## config.mk

```make
export PLATFORM = sky130hd
export DESIGN_NAME = ahb_lite_interconnect
export DESIGN_NICKNAME = d
export VERILOG_FILES = /design/src/rtl/ahb_lite_interconnect.sv
export SDC_FILE = /design/constraint.sdc
export NUM_CORES = 1
export LEC_CHECK = 0
export CAP_MARGIN = 0
export CELL_PAD_IN_SITES_DETAIL_PLACEMENT = 2
export CELL_PAD_IN_SITES_GLOBAL_PLACEMENT = 2
export CORE_AREA = 2 2 219 221
export CTS_CLUSTER_SIZE = 20
export DETAILED_ROUTE_END_ITERATION = 8
export DIE_AREA = 0 0 221 223
export PLACE_DENSITY_LB_ADDON = 0.05
export SYNTH_ARGS = -nofsm -noshare
export SYNTH_HDL_FRONTEND = slang
export SYNTH_SLANG_ARGS = --single-unit
```

## constraint.sdc

```tcl
create_clock -name clk -period 9 [get_ports clk]
set_clock_uncertainty 0.05 [all_clocks]
set_input_delay 2.7 -clock clk [delete_from_list [all_inputs] [get_ports clk]]
set_output_delay 2.7 -clock clk [all_outputs]
set_load 0.02 [all_outputs]
```

## src/rtl/ahb_lite_interconnect.sv

```systemverilog
// AHB-Lite single-master to NUM_SLAVES interconnect: address decode, data-phase
// response mux and a built-in default slave. Optional stall watchdog under AHB_TIMEOUT_EN.

module ahb_slave_match #(
  parameter int ADDR_WIDTH = 32
) (
  input  logic [ADDR_WIDTH-1:0] addr,
  input  logic [ADDR_WIDTH-1:0] base,
  input  logic [ADDR_WIDTH-1:0] mask,
  output logic                  hit
);
  assign hit = (addr & mask) == base;
endmodule

module ahb_lite_interconnect #(
  parameter int NUM_SLAVES = 4,
  parameter int DATA_WIDTH = 32,
  parameter int ADDR_WIDTH = 32,
  parameter logic [NUM_SLAVES*ADDR_WIDTH-1:0] SLAVE_BASE_ADDR =
    {32'h0000_3000, 32'h0000_2000, 32'h0000_1000, 32'h0000_0000},
  parameter logic [NUM_SLAVES*ADDR_WIDTH-1:0] SLAVE_ADDR_MASK = {NUM_SLAVES{32'hFFFF_F000}},
  parameter int TIMEOUT_CYCLES = 16
) (
  input  logic                             clk,
  input  logic                             rst,
  input  logic [ADDR_WIDTH-1:0]            m_haddr_in,
  input  logic [DATA_WIDTH-1:0]            m_hwdata_in,
  input  logic [1:0]                       m_htrans_in,
  input  logic [2:0]                       m_hsize_in,
  input  logic [2:0]                       m_hburst_in,
  input  logic [3:0]                       m_hprot_in,
  input  logic                             m_hwrite_in,
  input  logic                             m_hmastlock_in,
  output logic [DATA_WIDTH-1:0]            m_hrdata_out,
  output logic                             m_hready_out,
  output logic                             m_hresp_out,
  output logic [NUM_SLAVES*ADDR_WIDTH-1:0] s_haddr_out,
  output logic [NUM_SLAVES*DATA_WIDTH-1:0] s_hwdata_out,
  input  logic [NUM_SLAVES*DATA_WIDTH-1:0] s_hrdata_in,
  output logic [NUM_SLAVES*2-1:0]          s_htrans_out,
  output logic [NUM_SLAVES*3-1:0]          s_hsize_out,
  output logic [NUM_SLAVES*3-1:0]          s_hburst_out,
  output logic [NUM_SLAVES*4-1:0]          s_hprot_out,
  output logic [NUM_SLAVES-1:0]            s_hwrite_out,
  output logic [NUM_SLAVES-1:0]            s_hmastlock_out,
  output logic [NUM_SLAVES-1:0]            s_hsel_out,
  output logic [NUM_SLAVES-1:0]            s_hready_out,
  input  logic [NUM_SLAVES-1:0]            s_hready_in,
  input  logic [NUM_SLAVES-1:0]            s_hresp_in,
  output logic                             timeout_flag
);
  localparam int IDX_W = (NUM_SLAVES > 1) ? $clog2(NUM_SLAVES) : 1;

  typedef enum logic [1:0] {DS_IDLE, DS_ERR1, DS_ERR2} ds_state_t;

  ds_state_t             ds_state, ds_next;
  logic [NUM_SLAVES-1:0] raw_hit, hsel;
  logic [IDX_W-1:0]      hit_idx, dsel_idx;
  logic                  hit, xfer, miss_acc, timeout;
  logic                  dsel_slave;
  logic                  sel_ready, sel_resp;
  logic [DATA_WIDTH-1:0] sel_rdata;

  for (genvar g = 0; g < NUM_SLAVES; g++) begin : g_slv
    ahb_slave_match #(.ADDR_WIDTH(ADDR_WIDTH)) u_match (
      .addr (m_haddr_in),
      .base (SLAVE_BASE_ADDR[g*ADDR_WIDTH +: ADDR_WIDTH]),
      .mask (SLAVE_ADDR_MASK[g*ADDR_WIDTH +: ADDR_WIDTH]),
      .hit  (raw_hit[g])
    );
    assign s_htrans_out[g*2 +: 2] = hsel[g] ? m_htrans_in : 2'b00;
  end

  // Descending scan so the lowest matching index is the last writer.
  always_comb begin
    hsel    = '0;
    hit_idx = '0;
    for (int i = NUM_SLAVES - 1; i >= 0; i--) begin
      if (raw_hit[i]) begin
        hsel    = '0;
        hsel[i] = 1'b1;
        hit_idx = IDX_W'(i);
      end
    end
  end

  assign hit      = |raw_hit;
  assign xfer     = m_htrans_in[1];
  assign miss_acc = m_hready_out && xfer && !hit;

  assign s_hsel_out      = hsel;
  assign s_haddr_out     = {NUM_SLAVES{m_haddr_in}};
  assign s_hwdata_out    = {NUM_SLAVES{m_hwdata_in}};
  assign s_hsize_out     = {NUM_SLAVES{m_hsize_in}};
  assign s_hburst_out    = {NUM_SLAVES{m_hburst_in}};
  assign s_hprot_out     = {NUM_SLAVES{m_hprot_in}};
  assign s_hwrite_out    = {NUM_SLAVES{m_hwrite_in}};
  assign s_hmastlock_out = {NUM_SLAVES{m_hmastlock_in}};
  assign s_hready_out    = {NUM_SLAVES{m_hready_out}};

  always_comb begin
    sel_ready = 1'b1;
    sel_resp  = 1'b0;
    sel_rdata = '0;
    for (int i = 0; i < NUM_SLAVES; i++) begin
      if (dsel_idx == IDX_W'(i)) begin
        sel_ready = s_hready_in[i];
        sel_resp  = s_hresp_in[i];
        sel_rdata = s_hrdata_in[i*DATA_WIDTH +: DATA_WIDTH];
      end
    end
  end

  // Error states own the response; dsel is NONE while they run.
  always_comb begin
    m_hready_out = 1'b1;
    m_hresp_out  = 1'b0;
    m_hrdata_out = '0;
    case (ds_state)
      DS_ERR1: begin
        m_hready_out = 1'b0;
        m_hresp_out  = 1'b1;
      end
      DS_ERR2: m_hresp_out = 1'b1;
      default: if (dsel_slave) begin
        m_hready_out = sel_ready;
        m_hresp_out  = sel_resp;
        m_hrdata_out = sel_rdata;
      end
    endcase
  end

  always_comb begin
    ds_next = ds_state;
    case (ds_state)
      DS_IDLE: if (miss_acc || timeout) ds_next = DS_ERR1;
      DS_ERR1: ds_next = DS_ERR2;
      DS_ERR2: ds_next = miss_acc ? DS_ERR1 : DS_IDLE;
      default: ds_next = DS_IDLE;
    endcase
  end

  always_ff @(posedge clk or posedge rst) begin
    if (rst) begin
      ds_state   <= DS_IDLE;
      dsel_slave <= 1'b0;
      dsel_idx   <= '0;
    end else begin
      ds_state <= ds_next;
      if (timeout) begin
        dsel_slave <= 1'b0;
      end else if (m_hready_out) begin
        dsel_slave <= xfer && hit;
        dsel_idx   <= hit_idx;
      end
    end
  end

`ifdef AHB_TIMEOUT_EN
  logic [15:0] to_cnt;
  logic        to_flag;
  logic        stall;

  assign stall        = (ds_state == DS_IDLE) && dsel_slave && !sel_ready;
  assign timeout      = stall && (to_cnt == 16'(TIMEOUT_CYCLES - 1));
  assign timeout_flag = to_flag;

  // Any ready or owner change drops stall, so clearing on !stall covers both.
  always_ff @(posedge clk or posedge rst) begin
    if (rst) begin
      to_cnt  <= '0;
      to_flag <= 1'b0;
    end else begin
      if (timeout) to_flag <= 1'b1;
      if (!stall || timeout) to_cnt <= '0;
      else                   to_cnt <= to_cnt + 16'd1;
    end
  end
`else
  assign timeout      = 1'b0;
  assign timeout_flag = 1'b0;
`endif

endmodule

```

==> results of run 1 <==
-- worst max-delay path, cell delays in order --
cell	delay, ns
clkdlybuf4s50_1	0.49
or4_4	0.56
nor3_1	0.69
nand2_1	0.29
nor3_1	0.23
clkdlybuf4s50_1	0.65
-- metal layers --
layer	global-route usage	up-vias	share of wire
met5	0	-	0.0022
met4	0.0117	6	0.011
met3	0.0331	30	0.11
met2	0.112	278	0.45
met1	0.0891	1220	0.43
li1	-	1094	-
-- logic make-up after synthesis --
logic type	share of synthesized area
simple gates	0.0945
compound gates	0.0158
buf+inv	0.635
other cells	0.000987
mux	0.207
fa+ha+maj	0.0132
flops	0.0329
-- cells in the mapped netlist --
cell type / count
mux2_1: 1
o21bai_1: 1
dfrtp_1: 5
nor2b_1: 32
mux4_2: 34
nor2_1: 11
nand3_1: 4
mux2i_1: 1
nor4_1: 3
a21oi_2: 1
or3_1: 1
buf_4: 310
a31oi_4: 1
buf_6: 1
inv_1: 8
or4_4: 1
ha_1: 4
a21o_1: 1
conb_1: 1
nor3_1: 4
buf_2: 4
clkbuf_1: 7
o21ai_0: 3
nand2b_1: 3
nand2_1: 6
-- registers in the layout, summed over array words and instances, names as in the netlist --
name	cells
ds_state	2
dsel_slave	1
dsel_idx	2
-- per-stage QoR --
step	instances	utilization	hold slack, ns	power, mW
final	1037	0.110	0.530	0.398
after detailed placement	1033	0.108	0.532	0.332
after CTS	1037	0.110	0.543	0.407
after floorplan	448	-	0.467	0.336
after global placement	1033	0.108	0.525	0.332
after global routing	1037	0.110	0.576	0.424
-- where the power goes --
group / internal [mW] / switching [mW] / total [mW]
sequential: 0.0265 / 0.00476 / 0.0313
combinational: 0.159 / 0.135 / 0.294
clock: 0.0587 / 0.0140 / 0.0726
total: 0.244 / 0.154 / 0.398
-- cell type report --
type	count	area, sq um	area share
clock buffers	4	78.8	0.0152
inverters	8	30.0	0.00580
multi-input cells	113	1260	0.243
repair buffers	292	2920	0.563
well taps	615	769	0.149
flip-flops and latches	5	128	0.0246
-- worst paths after layout --
kind	from	endpoint	slack, ns	cells after the start
min in group asynchronous	rst	dsel_slave$_DFFE_PP0N_	2.65	2
hold reg to reg	dsel_slave$_DFFE_PP0N_	dsel_slave$_DFFE_PP0N_	0.53	2
setup reg to reg	dsel_idx[0]$_DFFE_PP0N_	ds_state[1]$_DFFE_PP0P_	6.09	6
hold / removal	dsel_slave$_DFFE_PP0N_	dsel_slave$_DFFE_PP0N_	0.53	2
max in group asynchronous	rst	dsel_idx[0]$_DFFE_PP0N_	6.05	2
setup / recovery	m_haddr_in[17]	s_htrans_out[0]	0.63	6
==> key figures, run 1 <==
Status
  • Outcome: finished, final reports clean

STA
  • Number of endpoints with negative hold slack in the final report: 0
  • Final slew viol count: 0
  • Setup TNS after final layout: 0 ns
  • Worst rel slew slack: 0.434
  • Setup repair after global routing missed its margin: no
  • Actual slew at the worst max-slew pin: around 0.85 ns
  • Number of setup violations in the final report: 0
  • Period utilisation layout: 0.930
  • Achievable Freq: ~120 MHz
  • Post-layout minimum cycle time: 8.37 ns
  • Worst path setup slack after routing: approximately 0.63 ns

Synthesis
  • Synthesized area per cell: 8.48 sq um
  • Dominant cell type by area after synthesis: buf_4
  • Synth warn: 0
  • FF+latch count, synth: 5
  • Cell area after technology mapping: approximately 3800 sq um
  • Area contributors post-synth: buf_4, mux4_2, nor2b_1
  • Post-Synthesis Cells: around 450
  • Area share of the largest cell type after synthesis: 0.612
  • Count of cell types in the netlist: 25
  • Synth Net Count: approximately 670
  • Seq/Total Area, Yosys: 0.0329

Final layout
  • Layout overhead on the synthesized area: 36.4%
  • Most common library cell in the layout ignoring fill and taps: clkdlybuf4s50_1
  • Number of fill cells: 5,480
  • Net count reported at finish: approximately 640
  • Final design instance area without fill: between 5000 and 6000 sq um
  • Commonest cells after routing, fill and taps aside: clkdlybuf4s50_1, mux4_2, nor2b_1
  • Fraction of final layout cells sized beyond drive strength 1: 0.107
  • Ant. Diodes: 0

Clocking
  • Clk slew on worst S/H paths: approximately 0.030 ns
  • Post-CTS setup buffers: 0
  • Clock tree from TritonCTS: done
  • Later-pin clock latency in the skew report: between 0.2 and 0.25 ns
  • Clock root buffer: clkbuf_16
  • Number of buffers added to fix hold violations after cts: 0
  • H-tree level count: 1
  • TritonCTS buffer count: 3
  • Maximum buffer depth of the clock tree: 2
  • Number of gates resized after cts: 0
  • Num Clock Sinks: 5

Floorplan
  • Floorplan core area: around 47,000 sq um
  • Initial core utilization: 0.0806
  • Top-level port count: about 570
  • Number of rows created at floorplan: 80
  • Die area: between 40,000 and 50,000 sq um
  • Die Ht: about 220 um
  • X dimension of the die: 221 um

Job
  • Count of maximum capacitance violations: 0

Critical path
  • CP Class: in -> out
  • Type of element capturing the critical path: output port
  • Worst-path maximum fanout: 5
  • Startpoint Class: primary input
  • Data arrival time of the worst path: between 5 and 6 ns
  • CP required: roughly 6.3 ns

Detailed routing
  • Post-detailed-route count of antenna-violating nets: 0
  • Average routed wire per standard cell: 17.7 um
  • Wirelength, routed: 18,400 um
  • DRC Markers: 0
  • Detailed Route Iter0 Violations: 58
  • Number of optimization iterations in the first detailed-route pass: 4
  • Vias per cell: about 2.5
  • Total number of vias: between 2,000 and 3,000

Placement
  • Place WS: between 0.4 and 0.5 ns
  • Final estimated routing congestion in global placement: ~0.66
  • HPWL Detailed: 15,800 um
  • Area post-placement: 5100 sq um
  • Number of port buffers: approximately 290

Global routing
  • Largest net degree at the start of global routing: 35
  • Total global routing overflow: 0
  • Wire length of the first global-routing pass: 25,300 um
  • GRT Util Overall: 0.0709
  • Number of antenna violations at the first check in global routing: 3
  • Number of global-route vias before repair: 3,120

Min path
  • Type of the tightest min-delay check: reg -> reg

Power
  • Cell area power density: 76.8 nW/um^2
  • Pleak: ~1.6 nW
  • Max IR drop VDD: 106 uV
Power figures use the tool's default switching activity.
==> run 2: changes to the inputs <==
Settings changed: GPL_ROUTABILITY_DRIVEN set to 1.
==> results of run 2 <==
The final DEF is identical to that of run 1; final timing and power are the same.
